$ cat src/rtl/prng_bus_capture.sv
// prng_bus_capture
// Receive-side capture of the gated pseudorandom value bus. Every cycle the
// producer's gate is high, the bus value is queued in a small
// first-word-fall-through FIFO. A downstream consumer drains the FIFO with a
// valid/ready handshake. A sticky overflow flag and a saturating drop counter
// record samples that arrived while the FIFO was full and not being drained.
module prng_bus_capture #(
   parameter int WIDTH = 16,
   parameter int DEPTH = 4,
   parameter int CNTW  = 8
) (
   input  logic                   clk,
   input  logic                   reset,
   input  logic [WIDTH-1:0]       bus_in,
   input  logic                   bus_en,
   output logic [WIDTH-1:0]       data_out,
   output logic                   data_valid,
   input  logic                   data_ready,
   output logic [$clog2(DEPTH):0] count,
   output logic                   full,
   output logic                   overflow,
   input  logic                   clr_ovf,
   output logic [CNTW-1:0]        drop_cnt
);

   localparam int PW = $clog2(DEPTH);
   localparam int CW = PW + 1;
   localparam logic [CW-1:0]   DEPTH_C  = CW'(DEPTH);
   localparam logic [CNTW-1:0] DROP_MAX = '1;

   // Storage and pointers. DEPTH is a power of two, so the pointers wrap
   // naturally when they overflow their PW-bit range.
   logic [WIDTH-1:0] mem [DEPTH];
   logic [PW-1:0]    wr_ptr;
   logic [PW-1:0]    rd_ptr;

   // Per-cycle handshake decisions.
   logic push;
   logic pop;
   logic drop;

   // Status flags are derived purely from the registered occupancy, so they
   // only ever change at a rising edge.
   assign data_valid = (count != '0);
   assign full       = (count == DEPTH_C);

   // Head of FIFO, gated to zero when empty to match the bus convention that
   // an idle bus reads as all-zero.
   assign data_out = mem[rd_ptr] & {WIDTH{data_valid}};

   // Decide whether this cycle pushes, pops or drops the incoming sample.
   // NOTE: every signal written in always_comb is given a default first; a
   // path that leaves one unassigned would infer a latch.
   always_comb begin
      pop  = 1'b0;
      push = 1'b0;
      drop = 1'b0;
      pop  = data_valid & data_ready;
      // A full FIFO still accepts a sample when the head leaves this cycle.
      push = bus_en & (~full | pop);
      drop = bus_en & full & ~pop;
   end

   // Sample storage write; a popped-and-refilled full FIFO writes the slot
   // the read pointer is just leaving, which is safe because the read
   // pointer moves off it at the same edge.
   // NOTE: the storage array is deliberately not reset. Reset empties the
   // FIFO by clearing the pointers and count, and data_out is masked while
   // empty, so stale contents are never visible; leaving the array out of
   // reset lets it map onto plain RAM/register-file cells.
   always_ff @(posedge clk) begin
      if (push) begin
         mem[wr_ptr] <= bus_in;
      end
   end

   // Pointer and occupancy bookkeeping.
   // NOTE: sequential state uses non-blocking assignments only, so every
   // register in this block sees the pre-edge values of the others and the
   // result does not depend on statement order.
   always_ff @(posedge clk) begin
      if (reset) begin
         wr_ptr <= '0;
         rd_ptr <= '0;
         count  <= '0;
      end else begin
         if (push) begin
            wr_ptr <= wr_ptr + PW'(1);
         end
         if (pop) begin
            rd_ptr <= rd_ptr + PW'(1);
         end
         case ({push, pop})
            2'b10:   count <= count + CW'(1);
            2'b01:   count <= count - CW'(1);
            default: count <= count;
         endcase
      end
   end

   // Drop statistics. A clear coinciding with a drop still records the new
   // event: overflow stays set and the counter restarts at one.
   always_ff @(posedge clk) begin
      if (reset) begin
         overflow <= 1'b0;
         drop_cnt <= '0;
      end else if (clr_ovf) begin
         overflow <= drop;
         drop_cnt <= drop ? CNTW'(1) : '0;
      end else if (drop) begin
         overflow <= 1'b1;
         if (drop_cnt != DROP_MAX) begin
            drop_cnt <= drop_cnt + CNTW'(1);
         end
      end
   end

endmodule

$ cat config.mk
export PLATFORM = sky130hd
export DESIGN_NAME = prng_bus_capture
export DESIGN_NICKNAME = d
export VERILOG_FILES = /design/src/rtl/prng_bus_capture.sv
export SDC_FILE = /design/constraint.sdc
export NUM_CORES = 1
export LEC_CHECK = 0
export CAP_MARGIN = 20
export CORE_ASPECT_RATIO = 1.5
export CORE_MARGIN = 2
export CORE_UTILIZATION = 48
export DETAILED_ROUTE_END_ITERATION = 10
export PLACE_DENSITY = 0.8
export REMOVE_ABC_BUFFERS = 1
export SLEW_MARGIN = 20
export SYNTH_ARGS = -nofsm -noshare
export SYNTH_HDL_FRONTEND = slang
export SYNTH_SLANG_ARGS = --single-unit
$ cat constraint.sdc
create_clock -name clk -period 2.36 [get_ports clk]
set_input_delay 0.472 -clock clk [delete_from_list [all_inputs] [get_ports clk]]
set_output_delay 0.472 -clock clk [all_outputs]
set_load 0.05 [all_outputs]
# Word level (Yosys, flattened, before mapping)
# Memories as Yosys holds them, arrays and structs flattened. A register that Yosys moved wholly into a read port is not among the register bits.
# Cells that the tools add are included.
[totals]
ff_bits = 16
mem_bits_rw = 64
inputBits = 21
output_inout_bits = 30
word_cells = 39
mem_count = 1
[classes]
addsub = 5
eq_ne = 4
muxes = 11
n_bitwise = 8
n_reduce_logical = 5
[mem_list]
columns = ["name", "depth", "width", "read_ports", "rd_ports_with_merged_regs", "wr", "line", "text"]
rows = [
  ["mem", 4, 16, 1, 1, 1, "33", "logic [WIDTH-1:0] mem [DEPTH];"],
]
[ops]
columns = ["cell", "count"]
rows = [
  ["$mux W8", 3],
  ["$and A16 B16 Y16", 1],
  ["$add A8 B1 Y8 const B", 1],
  ["$ne A8 B8 Y1 const B", 1],
  ["$pmux W3 S2", 1],
  ["$reduce_bool A2 Y1", 3],
  ["$mux W1", 5],
  ["$add A2 B1 Y2 const B", 2],
  ["$and A1 B1 Y1", 4],
  ["$mux W2", 2],
  ["$add A3 B1 Y3 const B", 1],
  ["$eq A3 B3 Y1 const B", 1],
  ["$reduce_bool A3 Y1", 1],
  ["$sub A3 B1 Y3 const B", 1],
  ["$eq A2 B1 Y1 const B", 1],
  ["$eq A2 B2 Y1 const B", 1],
  ["$not A1 Y1", 2],
  ["$reduce_and A2 Y1", 1],
  ["$or A1 B1 Y1", 1],
]

# Logic depth before layout (Yosys ltp)
# Gate-level depths: netlist (run 1).
[depth]
ltp_word = 6
ltp_mapped = 9
depth_no_buf = 9

# Worst setup path before layout (run 1)
# Ideal clock, no wire load.
[synth_path]
path_kind = "register -> register"
from = "register count[2]"
to = "register count[2]"
setup_ps = 71
arrival_ps = 2663
required_time_ps = 2289
path_slack_ps = -373
path_stages_with_launch = 10
n_path_buf = 0
synth_period_minus_slack_ps = 2733
path_cell_list = "dfxtp_1 or4b_1 and2_1 inv_1 ha_1 inv_1 fa_1 xor2_1 or3_1 a21oi_1"
[synth_between]
elab_chain_len = 6
word_cells_on_any_way = 12
classes_between = "2 x add/sub; 3 x eq/ne; 1 x mux; 4 x bitwise; 2 x reduce/logical"
[synth_lines]
columns = ["item", "line", "text"]
rows = [
  ["start, declared", "19", "output logic [$clog2(DEPTH):0] count,"],
  ["start signal, assigned", "94", "2'b10: count <= count + CW'(1);"],
  ["start signal, assigned", "95", "2'b01: count <= count - CW'(1);"],
  ["start signal, assigned", "96", "default: count <= count;"],
  ["$reduce_bool A3 Y1 / $eq A3 B3 Y1 (equally long branches)", "44, 45", ""],
  ["$and A1 B1 Y1 / $not A1 Y1 (equally long branches)", "58, 60", ""],
  ["$or A1 B1 Y1", "60", "push = bus_en & (~full | pop);"],
  ["$and A1 B1 Y1", "60", ""],
  ["$eq A2 B1 Y1 / $eq A2 B2 Y1 (equally long branches)", "93", "case ({push, pop})"],
  ["$pmux W3 S2 / $reduce_bool A2 Y1 (equally long branches)", "n/a", ""],
]
# Parallel ways exist; a longest one is shown, timed or not.
# A chain may end at the register's enable or synchronous reset.

# Worst setup path after layout (run 1)
[layout_path]
from = "input data_ready"
to = "register count[2]"
[layout_between]
elab_chain_len = 5
word_cells_on_any_way = 7
classes_between = "2 x eq/ne; 1 x mux; 3 x bitwise; 1 x reduce/logical"
[layout_lines]
columns = ["item", "line", "text"]
rows = [
  ["start, declared", "18", "input logic data_ready,"],
  ["$and A1 B1 Y1 *", "58", "pop = data_valid & data_ready;"],
  ["$or A1 B1 Y1", "60", ""],
  ["$and A1 B1 Y1", "60", ""],
  ["$eq A2 B1 Y1 / $eq A2 B2 Y1 (equally long branches)", "93", ""],
  ["$pmux W3 S2 / $reduce_bool A2 Y1 (equally long branches)", "n/a", ""],
]
# Every way passes the cells marked *; elsewhere a longest branch is shown, timed or not.

==> results of run 1 <==
flip-flops by register name, summed over array words and instances, names as in the netlist, named ones only:
register	flops
wr_ptr	2
mem	64
overflow	1
drop_cnt	8
count	3
rd_ptr	2
worst max-delay path: cells and delay by family:
kind	cells	cell delay, ns
simple gates	3	1.01
fa+ha+maj	2	0.46
buf+inv	3	0.36
xor+xnor	1	0.15
compound gates	1	0.13
Yosys cell counts (4+ instances only):
library cell | number | share of area [%]
edfxtp_1 | 64 | 57
and2_1 | 18 | 3.4
dfxtp_1 | 18 | 11
mux4_2 | 16 | 11
nor2_1 | 12 | 1.3
inv_1 | 8 | 0.90
a21oi_1 | 7 | 1.0
and3_1 | 6 | 1.1
ha_1 | 6 | 2.2
nand2_1 | 6 | 0.67
clkbuf_1 | 4 | 0.45
o31ai_1 | 4 | 0.90
power groups by stage:
| stage | registers (uW) | clock network [uW] | logic [uW] |
|---|---|---|---|
| CTS | 1730 | 1020 | 1950 |
| global route | 1740 | 1080 | 2090 |
| global placement | 1750 | 0 | 1890 |
| floorplan | 1900 | 0 | 1120 |
| detailed placement | 1760 | 0 | 1920 |
| finish | 1730 | 999 | 1980 |
through the flow:
stage	power, uW	setup WS (ns)	instances	util, %
6_report	4710	0.0605	363	63.4
5_1_grt	4910	-0.00859	363	63.4
4_1_cts	4700	0.00776	362	62.9
3_5_place_dp	3680	-0.587	346	59.7
3_3_place_gp	3650	-0.502	346	59.7
2_1_floorplan	3010	-0.373	199	-
area by class of cell:
| type | count | share of cell area, % |
|---|---|---|
| Timing Repair Buffer | 70 | 15.9 |
| Multi-Input combinational cell | 109 | 23.6 |
| Clock inverter | 7 | 1.77 |
| Sequential cell | 82 | 52.9 |
| Inverter | 8 | 0.754 |
| Clock buffer | 9 | 2.87 |
| Tap cell | 78 | 2.26 |
what timing repair did:
item                       CTS  global route
setup endpoints to repair    2             9
hold buffers                 0             0
pin swaps                    3             1
buffers inserted             0             1
gates resized for setup      7             6
worst max-delay path by stage:
stage	endpoint	depth (start not counted)
global placement	count[2]	10
detailed placement	count[2]	10
floorplan	count[2]	9
finish	count[2]	10
global route	count[2]	10
CTS	full	4
cell families after synthesis:
| group | Yosys count | synth area share, % |
|---|---|---|
| simple gates | 59 | 10.4 |
| flops | 82 | 68.2 |
| mux | 16 | 10.8 |
| xor+xnor | 5 | 1.31 |
| buf+inv | 17 | 2.21 |
| fa+ha+maj | 7 | 2.84 |
| compound gates | 22 | 4.34 |
cells in the final DEF, fill, tap and decap left out, drive strengths merged, types with 4 or more instances in the layout:
cell / count
edfxtp: 64
buf: 37
clkdlybuf4s50: 31
dfxtp: 18
and2: 18
mux4: 16
nor2: 12
inv: 10
clkbuf: 9
a21oi: 7
nand2: 7
and3: 6
ha: 6
o31ai: 4
routing by layer:
layer  share of wire, %  GRT usage, %
met1                 38          17.8
met2                 56          31.3
met3                5.1          4.27
met4                1.3          6.06
met5                  0             0
==> out/metrics.cfg, run 1 <==
[status]
status=completed

[final_layout]
fin_area_mm2=0.00431
area_delta_synth_final_pct=28.9
layout-drive-gt1-share_pct=27.7
fill_cells=497
regArea_mm2=0.00228
n_antenna_cell=0
multi_input_area_mm2=0.00102
fin_nets=308

[min_path]
min_to=overflow
min_path_cells=2
min_path_type=flop to flop
hp-start=overflow

[power_and_ir_drop]
clkPwrFrac_pct=21.2
peakVddDrop_mv=0.783
cellPowerDensity_mw_per_mm2=1090
swShare_pct=37.0
leakage_uw=0.00150
internal-power_uw=2970
p_sw_uw=1740
p_seq_share_pct=36.8
comb_power_share_pct=42.0

[placement]
dp_hpwl_um=4030
gp_congestion=0.739
placed_area_mm2=0.00406
port-buffer-count=50

[critical_path]
slowest_delay_ns=0.54
r2r_end=count[2]
crit_path_end_kind=flop
crit_chain=dlygate4sd2_1, or4b_4, and2_4, inv_4, ha_4, inv_1, fa_2, xor2_1, or3_1, a21oi_1
r2r-start=count[1]
crit_start=data_ready
cpMaxStageDelayCell=or4b_4
reg2regPathDepth=9
ff2ff_setup_slack_ns=0.15
worstSetupPathType=primary input to flop
critPathMaxFanout=2
cp_data_required_time_ns=2.64
arrival_ns=2.58
start_kind=primary input

[cts]
cts.clk_slew.worst_paths_ns=0.08
cts_buffers=9
cts.sinks=82
clockRootBuffer=clkbuf_8
h-tree-depth=3
cts_tree=built
clock_latency_ns=0.35
clock_path_buffers=2

[logic_synthesis]
synth_cell_type_count=37
syn_area_per_cell_um2=16.1
synth-seq-cells=82
synth-warning-count=0
synth_area_mm2=0.00335
ys_seq_area_share_pct=68.2
synth_cells=208
async_reset_ff_share_pct=0
synth_top_flop_cell=edfxtp_1
synth_edf_count=64

[timing]
fmax_mhz=435
relSlewSlack_pct=66.6
fin_crit_sh_pct=97.4
setup_violations=0
timing.hold.ws_ns=0.483
hold_viol=0
min_period_ns=2.30
finalMaxSlewViolations=0
worst_slew_pin_slew_ns=0.500
tns_ns=0
finClkSkew_ns=0.0104

[detailed_routing]
routed_via_density=5.47
drt-initial-drc-count=120
finalWirelength_um=6130
wl_per_cell_um=16.9
routed-via-count=1984
postRouteAntennaNets=0
route.detailed.drc=0
drtPass1Iterations=4

[global_route]
grt_util_all_layers_pct=16.8
grt_pass1_vias=1997
grt_overflow=0
grt_antenna_before_repair=0
grt_max_degree=19
grt_pass1_wl_um=9620

[floorplanning]
die_w_um=72.2
start_util_pct=49.2
die_h_um=106
die_area_mm2=0.00767
rows=37
ios=51
core_mm2=0.00681

[flow_run]
cap_violations=0

(Power assumes the default switching activity.)
==> inputs of run 2 (changes only) <==
CTS_BUF_LIST = sky130_fd_sc_hd__clkbuf_4 sky130_fd_sc_hd__clkbuf_8 sky130_fd_sc_hd__clkbuf_16   (was not set)
TNS_END_PERCENT = 5   (was not set)
==> out/metrics.cfg, run 2 (same netlist as run 1, synthesis figures left out) <==
[cts]
cts.sinks=82  ; unchanged
cts_tree=built
h-tree-depth=3  ; unchanged
clock_latency_ns=0.35  ; about the same
cts_buffers=9  ; unchanged
clock_path_buffers=2  ; unchanged
cts.clk_slew.worst_paths_ns=0.08  ; about the same
clockRootBuffer=clkbuf_8
cts_setup_buffers=0  ; unchanged

[final_layout]
largest-register=mem
layout-drive-gt1-share_pct=27.5  ; -0.25 points
layout_commonest_cell=edfxtp_1
n_antenna_cell=0  ; unchanged
top_regs=mem: 64 flops, drop_cnt: 8 flops, count: 3 flops
area_delta_synth_final_pct=27.9
largest_reg_flops=64  ; unchanged
fin_nets=307  ; -0.32%
final_cell_mix=64 x edfxtp_1, 31 x clkdlybuf4s50_1, 30 x buf_4

[timing]
finClkSkew_ns=0.0111  ; +0.000654 ns
setup_ws_ns=0.0348  ; -0.0257 ns
fin_crit_sh_pct=98.5  ; +1.1 points
min_period_ns=2.33  ; +0.0257 ns
hold_viol=0  ; unchanged
relSlewSlack_pct=66.6  ; unchanged
worst_slew_pin_slew_ns=0.500  ; unchanged
finalMaxSlewViolations=0  ; unchanged
setup_violations=0  ; unchanged
rsz0062_at_grt=yes
fmax_mhz=430  ; -1.1%

[detailed_routing]
finalWirelength_um=6040  ; -1.5%
wl_per_cell_um=16.7  ; -1.2%
routed_via_density=5.47  ; +0.12%
drtPass1Iterations=4  ; unchanged
drt-initial-drc-count=128  ; +6.7%
route.detailed.drc=0  ; unchanged
postRouteAntennaNets=0  ; unchanged
routed-via-count=1981  ; -0.15%

[critical_path]
crit_chain=dlygate4sd2_1, or4b_4, and2_4, inv_2, ha_2, inv_1, fa_2, xor2_1, or3_1, a21oi_1
start_kind=primary input
cpMaxStageDelayCell=or4b_4
cp_top_family=simple AND/OR/NAND/NOR gates
path_buf_inv=3  ; unchanged
critPathMaxFanout=2  ; unchanged
arrival_ns=2.60  ; +0.02 ns
ff2ff_setup_slack_ns=0.12  ; -0.03 ns
crit_path_end_kind=flop
slowest_delay_ns=0.54  ; about the same
worstSetupPathType=primary input to flop
cp_data_required_time_ns=2.64  ; about the same

[placement]
dp_hpwl_um=4030  ; unchanged
gp_congestion=0.739  ; unchanged
dpl_worst_slack_ns=-0.587  ; unchanged
port-buffer-count=50  ; unchanged

[power_and_ir_drop]
leakage_uw=0.00149  ; -0.61%
cellPowerDensity_mw_per_mm2=1090  ; -0.59%
finalPower_uw=4650  ; -1.3%
peakVddDrop_mv=0.780  ; -0.38%

[floorplanning]
die_area_mm2=0.00767  ; unchanged
start_util_pct=49.2  ; unchanged
rows=37  ; unchanged
die_h_um=106  ; unchanged
die_w_um=72.2  ; unchanged
ios=51  ; unchanged
core_mm2=0.00681  ; unchanged

[min_path]
min_path_type=flop to flop

[global_route]
grt_antenna_before_repair=0  ; unchanged
grt_pass1_wl_um=9620  ; unchanged
grt_max_degree=19  ; unchanged
grt_pass1_vias=1997  ; unchanged
grt_util_all_layers_pct=16.8  ; unchanged
grt_overflow=0  ; unchanged

[status]
status=completed

[flow_run]
cap_violations=0  ; unchanged

==> run 2: cell count changes in the layout (fill, tap and decap cells not counted), sizes merged <==
cell	delta
buf	-1
==> run 2: repair_timing <==
| action | in CTS | in global routing |
|---|---|---|
| endpoints found under the setup margin | 2 | 9 |
| hold buffers | 0 | 0 |
| endpoints found under the hold margin | 0 | 0 |
| gates resized for setup | 7 | 1 |
| pin swaps | 3 | 0 |
==> run 2: tightest hold or removal path: stages, from the launching register on <==
cell and delay, ns:
dfxtp_1 0.32, nand2b_1 0.06, a21oi_1 0.06
==> run 2: stage by stage <==
stage | hold slack (ns) | setup TNS, ns | cells | util [%] | instance area (um^2)
2_1_floorplan | 0.463 | -0.509 | 199 | - | 3300
3_3_place_gp | 0.460 | -0.776 | 346 | 59.7 | 4060
3_5_place_dp | 0.462 | -0.974 | 346 | 59.7 | 4060
4_1_cts | 0.479 | 0 | 362 | 62.9 | 4280
5_1_grt | 0.512 | -0.102 | 362 | 62.9 | 4280
6_report | 0.483 | 0 | 362 | 62.9 | 4280
==> run 2: path summary, 6_finish.rpt <==
| check | to | startpoint | cells after the start |
|---|---|---|---|
| max | count[2] | data_ready | 10 |
| min | overflow | overflow | 2 |
| min reg2reg | overflow | overflow | 2 |
| max reg2reg | count[2] | count[1] | 9 |
==> run 2: layer usage <==
layer  vias to the layer above  routed length [um]  global-route usage (%)  part of all wire [%]
li1                        935                   -                       -                     -
met1                       984                2280                    17.8                    38
met2                        53                3360                    31.3                    56
met3                         9                 316                    4.27                   5.2
met4                         0                  77                    6.06                   1.3
met5                         -                   0                       0                     0
==> run 2: layout make-up <==
type                            instances  area [um^2]
Clock buffer                            9          124
Clock inverter                          7         76.3
Fill cell                             499         2520
Inverter                                8         30.0
Multi-Input combinational cell        109         1000
Sequential cell                        82         2280
Tap cell                               78         97.6
Timing Repair Buffer                   69          668
==> run 2: where the power goes <==
part | internal (uW) | total, uW | switching [uW]
Clock | 496 | 998 | 502
Sequential | 1690 | 1730 | 46.2
Combinational | 743 | 1920 | 1170
==> inputs of run 3 (changes only) <==
CORE_ASPECT_RATIO = not set   (was 1.5)
CORE_UTILIZATION = 38   (was 48)
PLACE_DENSITY = 0.67   (was 0.8)
==> out/metrics.cfg, run 3 (same netlist as run 1, synthesis figures left out) <==
[status]
status=completed

[timing]
fmax_mhz=432  ; +0.36%
relSlewSlack_pct=65.5  ; -1.1 points
finClkSkew_ns=0.0122  ; +0.00115 ns
timing.hold.ws_ns=0.482  ; -0.000979 ns
setup_violations=0  ; unchanged
worst_slew_pin_slew_ns=0.516  ; +0.0169 ns
hold_viol=0  ; unchanged
rsz0062_at_grt=yes
min_period_ns=2.32  ; -0.00825 ns
tns_ns=0  ; unchanged
finalMaxSlewViolations=0  ; unchanged
fin_crit_sh_pct=98.2  ; -0.35 points

[critical_path]
cp_data_required_time_ns=2.64  ; about the same
path_buf_inv=3  ; unchanged
start_kind=primary input
r2r_end=count[2]
crit_end=count[2]
worstSetupPathType=primary input to flop
cp_top_family=simple AND/OR/NAND/NOR gates
r2r-start=count[0]
crit_start=data_ready
ff2ff_setup_slack_ns=0.06  ; -0.06 ns
cpMaxStageDelayCell=or4b_4
arrival_ns=2.60  ; about the same
crit_chain=dlygate4sd2_1, or4b_4, and2_4, inv_4, ha_4, inv_1, fa_2, xor2_1, or3_1, a21oi_1
crit_path_end_kind=flop
slowest_delay_ns=0.49  ; -0.05 ns
critPathMaxFanout=2  ; unchanged
cp.depth=10  ; unchanged
reg2regPathDepth=9  ; unchanged

[detailed_routing]
routed_via_density=5.05  ; -7.7%
routed-via-count=1984  ; +0.15%
drtPass1Iterations=7  ; +3
postRouteAntennaNets=0  ; unchanged
finalWirelength_um=6250  ; +3.5%
route.detailed.drc=0  ; unchanged
wl_per_cell_um=15.9  ; -4.7%
drt-initial-drc-count=68  ; -47%

[final_layout]
fin_nets=308  ; +0.33%
layout-drive-gt1-share_pct=28.1  ; +0.61 points
top_regs=mem: 64 flops, drop_cnt: 8 flops, count: 3 flops
fin_area_mm2=0.00439  ; +2.5%
largest-register=mem
final_cell_mix=64 x edfxtp_1, 31 x clkdlybuf4s50_1, 31 x buf_4
largest_reg_flops=64  ; unchanged
n_antenna_cell=0  ; unchanged
layout_commonest_cell=edfxtp_1
fin_cells=393  ; +8.6%
area_delta_synth_final_pct=31.1
final_util_pct=50.8  ; -12 points

[floorplanning]
die_area_mm2=0.00957  ; +25%
ios=51  ; unchanged
die_h_um=97.9  ; -7.9%
rows=34  ; -8.1%
start_util_pct=38.8  ; -10 points
core_mm2=0.00864  ; +27%
die_w_um=97.9  ; +36%

[cts]
clockRootBuffer=clkbuf_8
cts_buffers=9  ; unchanged
hold_buffers=0  ; unchanged
clock_latency_ns=0.35  ; about the same
cts_tree=built
cts.sinks=82  ; unchanged
h-tree-depth=3  ; unchanged
clock_path_buffers=2  ; unchanged
cts.clk_slew.worst_paths_ns=0.08  ; about the same

[global_route]
grt_pass1_vias=1989  ; -0.40%
grt_max_degree=19  ; unchanged
grt_pass1_wl_um=10000  ; +4.2%
grt_overflow=0  ; unchanged
grt_util_all_layers_pct=13.6  ; -3.2 points
grt_antenna_before_repair=0  ; unchanged

[power_and_ir_drop]
leakage_uw=0.00151  ; +1.3%
peakVddDrop_mv=0.612  ; -22%
cellPowerDensity_mw_per_mm2=1120  ; +3.3%

[placement]
placed_cells=376  ; +8.7%
port-buffer-count=50  ; unchanged
dp_hpwl_um=3930  ; -2.6%
placed_area_mm2=0.00410  ; +0.92%
gp_congestion=0.776  ; +5.0%

[min_path]
min_path_cells=2  ; unchanged
min_path_type=flop to flop

[flow_run]
cap_violations=0  ; unchanged

[run 3: layout make-up]
type / instances / area [um^2]
clock buffer: 11 / 139
clock inverter: 5 / 103
fill: 743 / 4250
inverter: 8 / 32.5
multi-input combinational: 109 / 1020
sequential: 82 / 2280
tap: 108 / 135
timing repair buffer: 70 / 681
[run 3: through the flow]
| stage | total power, uW | worst slack (ns) |
|---|---|---|
| 6_report | 4920 | 0.0431 |
| 5_1_grt | 5140 | -0.0249 |
| 4_1_cts | 4930 | -0.00769 |
| 3_5_place_dp | 3690 | -0.605 |
| 3_3_place_gp | 3670 | -0.497 |
| 2_1_floorplan | 3010 | -0.373 |
[run 3: per-layer routing]
metal	global-route usage (%)	part of all wire (%)	vias up
met3	4.94	6.3	4
li1	-	-	940
met1	17.4	43	982
met2	21.7	50	58
met4	4.59	0.72	0
met5	0	0	-
[run 3: how the worst min path moves through the flow]
stage                    from         to  slack, ns
detailed placement   overflow   overflow       0.47
global placement     overflow   overflow       0.46
CTS                  overflow   overflow       0.48
floorplan           wr_ptr[1]  wr_ptr[1]       0.46
finish               overflow   overflow       0.48
global route         overflow   overflow       0.52
[run 3: worst min-delay path, stage by stage, from the launching register on]
cell and delay, ns:
dfxtp_1 0.32, nand2b_1 0.06, a21oi_1 0.06
[run 3: report_power, final]
part	leakage [uW]	internal, uW	switching (uW)
combinational	0.000651	784	1200
clock	0.000122	725	477
sequential	0.000734	1690	46.9
total	0.00151	3200	1720
[run 3: what timing repair did]
action | 4_1_cts | 5_1_grt
hold endpoints to repair | 0 | 0
resized for setup | 8 | 6
endpoints found under the setup margin | 18 | 17
pin swaps | 2 | 4
buffers inserted | 1 | 0
